**src/rtl/seq_det_sched.sv**
```systemverilog
// Time-shares one serial "sequence detector" among N requesters: arbitrate, shift the winner's word in MSB first, count det_out hits, report.
// Optional build macro ARB_FIXED_PRIO_EN selects fixed lowest-index priority instead of round-robin.
module seq_det_sched #(
   parameter int N = 4,
   parameter int W = 8,
   localparam int CW = $clog2(W + 1),
   localparam int IW = (N > 1) ? $clog2(N) : 1
) (
   input  logic           clock,
   input  logic           reset,
   input  logic [N-1:0]   req,
   input  logic [N*W-1:0] frame_bits,
   output logic [N-1:0]   grant,
   output logic           det_rst,
   output logic           det_in,
   input  logic           det_out,
   output logic           busy,
   output logic           done,
   output logic [IW-1:0]  done_id,
   output logic [CW-1:0]  hit_count
);

   typedef enum logic [2:0] {IDLE, ARB, SHIFT, DRAIN, REPORT} state_t;

   state_t        state_reg, state_next;
   logic [W-1:0]  word [N];
   logic [W-1:0]  shift_reg;
   logic [CW-1:0] bit_reg;
   logic [CW-1:0] cnt_reg;
   logic [CW-1:0] hit_count_reg;
   logic [IW-1:0] win_idx;
   logic [IW-1:0] win_reg;
   logic [IW-1:0] done_id_reg;

   genvar gi;
   generate
      for (gi = 0; gi < N; gi++) begin : g_word
         assign word[gi] = frame_bits[gi*W +: W];
      end
   endgenerate

`ifdef ARB_FIXED_PRIO_EN
   always_comb begin : winner_select
      logic found;
      found   = 1'b0;
      win_idx = '0;
      for (int i = 0; i < N; i++) begin
         if (!found && req[i]) begin
            found   = 1'b1;
            win_idx = IW'(i);
         end
      end
   end
`else
   logic [IW-1:0] ptr_reg;

   // Search starts at the pointer and wraps, so the last winner goes to the back of the line.
   always_comb begin : winner_select
      logic          found;
      logic [IW-1:0] idx;
      int            j;
      found   = 1'b0;
      win_idx = '0;
      idx     = '0;
      j       = 0;
      for (int i = 0; i < N; i++) begin
         j = int'(ptr_reg) + i;
         if (j >= N) j = j - N;
         idx = IW'(j);
         if (!found && req[idx]) begin
            found   = 1'b1;
            win_idx = idx;
         end
      end
   end

   always_ff @(posedge clock or negedge reset) begin
      if (!reset)
         ptr_reg <= '0;
      else if (state_reg == ARB)
         ptr_reg <= (win_idx == IW'(N - 1)) ? '0 : win_idx + 1'b1;
   end
`endif

   always_comb begin
      state_next = state_reg;
      case (state_reg)
         IDLE:    if (|req) state_next = ARB;
         ARB:     state_next = SHIFT;
         SHIFT:   if (bit_reg == CW'(W - 1)) state_next = DRAIN;
         DRAIN:   state_next = REPORT;
         REPORT:  state_next = IDLE;
         default: state_next = IDLE;
      endcase
   end

   always_ff @(posedge clock or negedge reset) begin
      if (!reset) begin
         state_reg     <= IDLE;
         shift_reg     <= '0;
         bit_reg       <= '0;
         cnt_reg       <= '0;
         win_reg       <= '0;
         hit_count_reg <= '0;
         done_id_reg   <= '0;
      end else begin
         state_reg <= state_next;
         case (state_reg)
            ARB: begin
               win_reg   <= win_idx;
               shift_reg <= word[win_idx];
               bit_reg   <= '0;
               cnt_reg   <= '0;
            end
            SHIFT: begin
               shift_reg <= shift_reg << 1;
               bit_reg   <= bit_reg + 1'b1;
               // det_out on the first shift cycle answers nothing we sent
               if (bit_reg != '0 && det_out) cnt_reg <= cnt_reg + 1'b1;
            end
            DRAIN: begin
               hit_count_reg <= cnt_reg + CW'(det_out);
               done_id_reg   <= win_reg;
            end
            default: ;
         endcase
      end
   end

   always_comb begin
      grant  = '0;
      det_in = 1'b0;
      case (state_reg)
         ARB:     grant[win_idx] = 1'b1;
         SHIFT: begin
            grant[win_reg] = 1'b1;
            det_in         = shift_reg[W-1];
         end
         DRAIN:   grant[win_reg] = 1'b1;
         default: ;
      endcase
   end

   // Detector is held in reset while we are, and for the single ARB cycle.
   assign det_rst   = !reset || (state_reg == ARB);
   assign busy      = (state_reg != IDLE);
   assign done      = (state_reg == REPORT);
   assign done_id   = done_id_reg;
   assign hit_count = hit_count_reg;

endmodule

```
**config.mk**
```make
export PLATFORM = sky130hd
export DESIGN_NAME = seq_det_sched
export DESIGN_NICKNAME = d
export VERILOG_FILES = /design/src/rtl/seq_det_sched.sv
export SDC_FILE = /design/constraint.sdc
export NUM_CORES = 1
export LEC_CHECK = 0
export ABC_AREA = 1
export ABC_CLOCK_PERIOD_IN_PS = 2400
export BUFFER_PORTS_ARGS = -buffer_cell sky130_fd_sc_hd__buf_2
export CAP_MARGIN = 0
export CORE_MARGIN = 2
export CORE_UTILIZATION = 35
export CTS_CLUSTER_DIAMETER = 80
export CTS_CLUSTER_SIZE = 30
export DETAILED_ROUTE_END_ITERATION = 10
export GPL_TIMING_DRIVEN = 1
export PLACE_DENSITY = 0.61
export SLEW_MARGIN = 40
export SYNTH_ARGS = -nofsm -noshare
export SYNTH_HDL_FRONTEND = slang
export SYNTH_SLANG_ARGS = --single-unit
```
**constraint.sdc**
```tcl
create_clock -name clock -period 2.4 [get_ports clock]
set_clock_uncertainty 0.2 [all_clocks]
set_input_delay 0.24 -clock clock [delete_from_list [all_inputs] [get_ports clock]]
set_output_delay 0.24 -clock clock [all_outputs]
set_load 0.01 [all_outputs]
```
==> impl_metrics.tcl, run 1 <==
set metrics [dict create \
    violations "negative setup slack" \
    grt_start_max_net_pins 30 \
    cts_tree "done" \
    antenna_left 0 \
    powerDensity_mw_per_mm2 1610 \
    crit_start "ptr_reg[0]" \
    cp_max_fo 6 \
    final-instance-count-excl-fill 431 \
    antenna_cells 0 \
    via_count 2070 \
    antenna_found_initial 0 \
    avgSynthCellArea_sq_um 7.11 \
    period_share 1.06 \
    synth.distinct_cells 34 \
    slew_violations 0 \
    arrival_ns 2.10 \
    clockBufferDepth 2 \
    slew-limit-headroom 0.711 \
    root_buffer "clkbuf_8" \
    htree_levels 2 \
    worstMarginPinSlew_ns 0.430 \
    max_freq_ghz 0.393 \
    largest_reg_flops 8 \
    netlist_area_sq_mm 0.00194 \
    min_period_ns 2.54 \
    start_util 0.357 \
    drive_gt1_frac 0.384 \
    viasPerCell 4.80 \
    cp.required_ns 1.96 \
    finalInstanceArea_sq_mm 0.00275 \
    setup_ws_ns -0.145 \
    die_y_um 78.5 \
    ir_drop_uv 661 \
    io_buffers 52 \
    rows 27 \
    drc 0 \
    cap_violations 0 \
    status "finished, violations left" \
    die_w_um 78.5 \
    numCtsBuffers 5 \
    dp_hpwl_um 3430 \
    grt_pass1_wl_um 8160 \
    core_sq_mm 0.00544 \
    end_kind "output pin" \
    die-area_sq_mm 0.00616 \
    dp.cells 401 \
    r2r-start "ptr_reg[0]" \
    synth-seq-cells 29 \
    drtIter0Drc 88 \
    setup.worst_path.class "flop to output pin" \
    yosys_warnings 0 \
    synth_cells 273 \
    grt_overflow 0 \
    startpoint_type "flop" \
    syn_to_final_growth_pct 41.8 \
    power.static_leakage_nw 1.49 \
    grt_use_total 0.165 \
    io_pins 53 \
    finalHoldViolCount 0 \
    nets 404 \
    hold_start "frame_bits[18]" \
    path_clk_slew_ns 0.06 \
    hold_path_class "input port to flop" \
    place_area_sq_mm 0.00232 \
    synth_nets 317 \
    ys_seq_area_frac 0.374 \
    routedWlPerCell_um 12.0 \
    setup_violations 4 \
    clock_latency_ns 0.28 \
    wl_um 5150 \
    first_pass_iters 4 \
    clock-sinks 29 \
    fillers 535 \
    grt_pass1_vias 1893 \
    place_congestion 0.894 \
    power.total_mw 4.42 \
    grt_setup_unrepaired "true" \
]
cell usage in the layout (no fill, tap or decap), types with 7 or more instances in the layout:
cell type / instances
nand2_1: 73
buf_2: 52
inv_1: 37
nand3_1: 35
buf_4: 28
dfrtp_1: 27
nand2_2: 17
o21ai_0: 11
nand2_4: 7
o22ai_1: 7
path summary, 6_finish.rpt:
check / slack (ns) / endpoint / depth (start not counted)
max: -0.14 / grant[3] / 9
min: 0.06 / shift_reg[2] / 5
max reg2reg: 0.06 / shift_reg[3] / 17
min reg2reg: 0.27 / hit_count[1] / 2
max in group asynchronous: 1.38 / ptr_reg[0] / 3
min in group asynchronous: 0.33 / hit_count[3] / 3
power by group:
| group | internal, mW | switching [mW] | total [mW] |
|---|---|---|---|
| sequential | 0.699 | 0.134 | 0.833 |
| combinational | 1.38 | 1.85 | 3.23 |
| clock | 0.190 | 0.171 | 0.360 |
| total | 2.27 | 2.15 | 4.42 |
what timing repair did:
action,CTS,global route
setup endpoints to repair,4,4
pin swaps,15,22
setup buffers,10,13
hold buffers,1,0
gates resized for setup,22,31
endpoints found under the hold margin,29,0
critical path: stages, from the launching register on:
cell	delay (ns)
dfrtp_2	0.45
buf_6	0.16
nand2_4	0.08
nand3_1	0.12
and2_2	0.24
nand3b_1	0.22
nand3_4	0.16
nand2_4	0.08
o32ai_4	0.13
buf_2	0.18
stage by stage:
stage               worst slack (ns)  hold slack, ns  setup TNS (ns)  utilization
global placement               0.110          0.0948               0        0.427
global route                  -0.242          0.0842          -0.973        0.506
floorplan                      0.303          -0.256               0            -
finish                        -0.145          0.0626          -0.466        0.506
CTS                          -0.0431          0.0557         -0.0431        0.467
detailed placement            0.0451          0.0922               0        0.427
cell type report:
class                      instances  area (sq um)  area share
clock buffer                       5          68.8      0.0250
clock inverter                     1          5.00     0.00182
inverter                          44           175      0.0636
multi-input combinational        195          1150       0.418
sequential                        29           728       0.264
tap                               72          90.1      0.0327
timing repair buffer              85           534       0.194
logic make-up after synthesis:
kind of cell    Yosys count  share of synthesized area
compound gates           29                     0.0870
fa+ha+maj                 5                     0.0322
xor+xnor                  2                    0.00902
buf+inv                  49                      0.105
mux                       1                    0.00515
flops                    29                      0.374
simple gates            158                      0.388
synth_stat cells:
cell type / n / share of area
nand3_1: 39 / 0.10
nor2_1: 5 / 0.0097
mux2i_1: 1 / 0.0052
nand2_4: 2 / 0.012
xnor2_1: 1 / 0.0045
nand4_4: 1 / 0.011
inv_2: 5 / 0.0097
nor4_1: 2 / 0.0064
nand2_2: 3 / 0.0097
clkbuf_1: 2 / 0.0039
a21oi_1: 4 / 0.010
nor3_1: 1 / 0.0026
o21a_1: 1 / 0.0039
xor2_1: 1 / 0.0045
inv_1: 39 / 0.075
and2_1: 1 / 0.0032
a2111oi_0: 1 / 0.0045
ha_1: 5 / 0.032
nand3_4: 1 / 0.0090
buf_6: 1 / 0.0058
nand4_1: 2 / 0.0064
nor3b_1: 1 / 0.0039
buf_8: 1 / 0.0077
nor3_2: 1 / 0.0052
o22ai_1: 7 / 0.023
buf_2: 1 / 0.0026
o21ai_0: 13 / 0.034
dfrtp_1: 29 / 0.37
nand3b_1: 5 / 0.019
o31ai_1: 1 / 0.0039
nor2_4: 2 / 0.012
o32ai_1: 1 / 0.0045
nand2_1: 92 / 0.18
o21bai_1: 1 / 0.0039
metal layers:
metal  up-vias  share of wire  GRT usage
li1       1052              -          -
met1       940           0.44      0.206
met2        66           0.50      0.283
met3        12          0.045     0.0299
met4         0          0.022     0.0632
met5         -              0          0
Power figures use the tool's default switching activity.
==> run 2, diff against run 1 <==
--- a/config.mk
+++ b/config.mk
@@ -14,7 +14,7 @@
 export CTS_CLUSTER_DIAMETER = 80
 export CTS_CLUSTER_SIZE = 30
 export DETAILED_ROUTE_END_ITERATION = 10
-export GPL_TIMING_DRIVEN = 1
+export GPL_TIMING_DRIVEN = 0
 export PLACE_DENSITY = 0.61
 export SLEW_MARGIN = 40
 export SYNTH_ARGS = -nofsm -noshare
==> impl_metrics.tcl, run 2 (synthesis gave the netlist of run 1 again) <==
set metrics [dict create \
    nets 402 \
    cp.required_ns 1.96 \
    cts_tree "done" \
    clock_latency_ns 0.28 \
    fillers 543 \
    grt_setup_unrepaired "true" \
    die_w_um 78.5 \
    place_area_sq_mm 0.00229 \
    numCtsBuffers 5 \
    startpoint_type "flop" \
    start_util 0.357 \
    place_congestion 0.797 \
    fin_hold_ws_ns 0.0711 \
    final_cell_mix "78 x nand2_1, 53 x buf_2, 37 x inv_1, 36 x nand3_1, 28 x dfrtp_1" \
    wl_um 4780 \
    violations "negative setup slack" \
    ir_drop_uv 1200 \
    max_freq_ghz 0.393 \
    min_period_ns 2.55 \
    io_buffers 52 \
    antenna_left 0 \
    slew-limit-headroom 0.561 \
    min_to "shift_reg[7]" \
    drc 0 \
    syn_to_final_growth_pct 41.0 \
    end_kind "output pin" \
    r2r-start "ptr_reg[0]" \
    dp.cells 397 \
    slew_violations 0 \
    core_sq_mm 0.00544 \
    dp_hpwl_um 3410 \
    hold_start "frame_bits[23]" \
    finalInstanceArea_sq_mm 0.00274 \
    period_share 1.06 \
    power.static_leakage_nw 1.47 \
    grt_pass1_vias 1875 \
    setup_ws_ns -0.145 \
    setup_violations 4 \
    drtIter0Drc 105 \
    die_y_um 78.5 \
    drive_gt1_frac 0.357 \
    final-instance-count-excl-fill 431 \
    status "finished, violations left" \
    hold_path_class "input port to flop" \
    clockBufferDepth 2 \
    powerDensity_mw_per_mm2 1620 \
    io_pins 53 \
    path_clk_slew_ns 0.06 \
    htree_levels 2 \
    grt_pass1_wl_um 8080 \
    r2r_cells 16 \
    worstMarginPinSlew_ns 0.658 \
    routedWlPerCell_um 11.1 \
    largest_reg_flops 8 \
    first_pass_iters 4 \
    root_buffer "clkbuf_8" \
    antenna_cells 0 \
    cap_violations 0 \
    grt_overflow 0 \
    fin_util 0.504 \
    via_count 2007 \
    min_path_cells 5 \
    viasPerCell 4.66 \
    finalHoldViolCount 0 \
    rrSetupSlack_ns 0.19 \
    rows 27 \
    layout_commonest_cell "nand2_1" \
    die-area_sq_mm 0.00616 \
    setup.worst_path.class "flop to output pin" \
    place_ws_ns -0.101 \
    clock-sinks 29 \
    grt_use_total 0.164 \
    cp_max_fo 6 \
    arrival_ns 2.11 \
    r2r_end "shift_reg[2]" \
    grt_start_max_net_pins 31 \
    antenna_found_initial 0 \
]
run 2: critical path, stage by stage, from the launching register on:
cell and delay, ns:
dfrtp_1 0.42, buf_6 0.16, nand2_2 0.06, nand2_2 0.07
nand2_2 0.08, nand2_4 0.07, buf_4 0.13, nand3_1 0.07
nand3_1 0.10, inv_2 0.08, nand2_4 0.08, buf_12 0.13
nor2_4 0.10, nand2_4 0.07, o21ai_2 0.06, buf_2 0.15
run 2: layout make-up:
| class | count | area (sq um) | share of cell area |
|---|---|---|---|
| inverter | 44 | 180 | 0.0658 |
| sequential | 29 | 727 | 0.265 |
| tap | 72 | 90.1 | 0.0329 |
| multi-input combinational | 195 | 1150 | 0.418 |
| clock inverter | 2 | 10.0 | 0.00365 |
| clock buffer | 6 | 72.6 | 0.0265 |
| timing repair buffer | 78 | 474 | 0.173 |
| buffer | 5 | 38.8 | 0.0142 |
run 2: timing repair:
item                                    4_1_cts  5_1_grt
setup buffers                                17        8
hold buffers                                  1        0
endpoints found under the setup margin        4        4
hold endpoints to repair                     29        0
gates resized for setup                      35       10
pin swaps                                    18       15
run 2: per-stage QoR:
step                setup TNS [ns]  total power [mW]
floorplan                        0              2.52
global placement            -0.203              3.05
detailed placement          -0.209              3.08
CTS                         -0.332              4.17
global route                -0.781              4.82
finish                      -0.356              4.44
run 2: power breakdown:
part           leakage [nW]  internal (mW)  switching [mW]
Clock                0.0450          0.200           0.178
Sequential            0.372          0.697           0.137
Combinational          1.06           1.40            1.83
run 2: metal layers:
layer  vias up  GRT usage  routed length, um
met5         -          0                  0
met4         0     0.0439                 68
li1       1051          -                  -
met3         7     0.0379                215
met2        49      0.270               2230
met1       900      0.215               2270
run 2: worst max path at each step:
stage | start | endpoint | slack, ns | cells past startpoint
global route | ptr_reg[0] | grant[2] | -0.22 | 13
floorplan | ptr_reg[0] | grant[3] | 0.30 | 11
global placement | state_reg[2] | grant[1] | -0.10 | 6
finish | ptr_reg[0] | grant[1] | -0.15 | 15
CTS | ptr_reg[0] | grant[2] | -0.12 | 15
detailed placement | state_reg[2] | grant[1] | -0.10 | 6
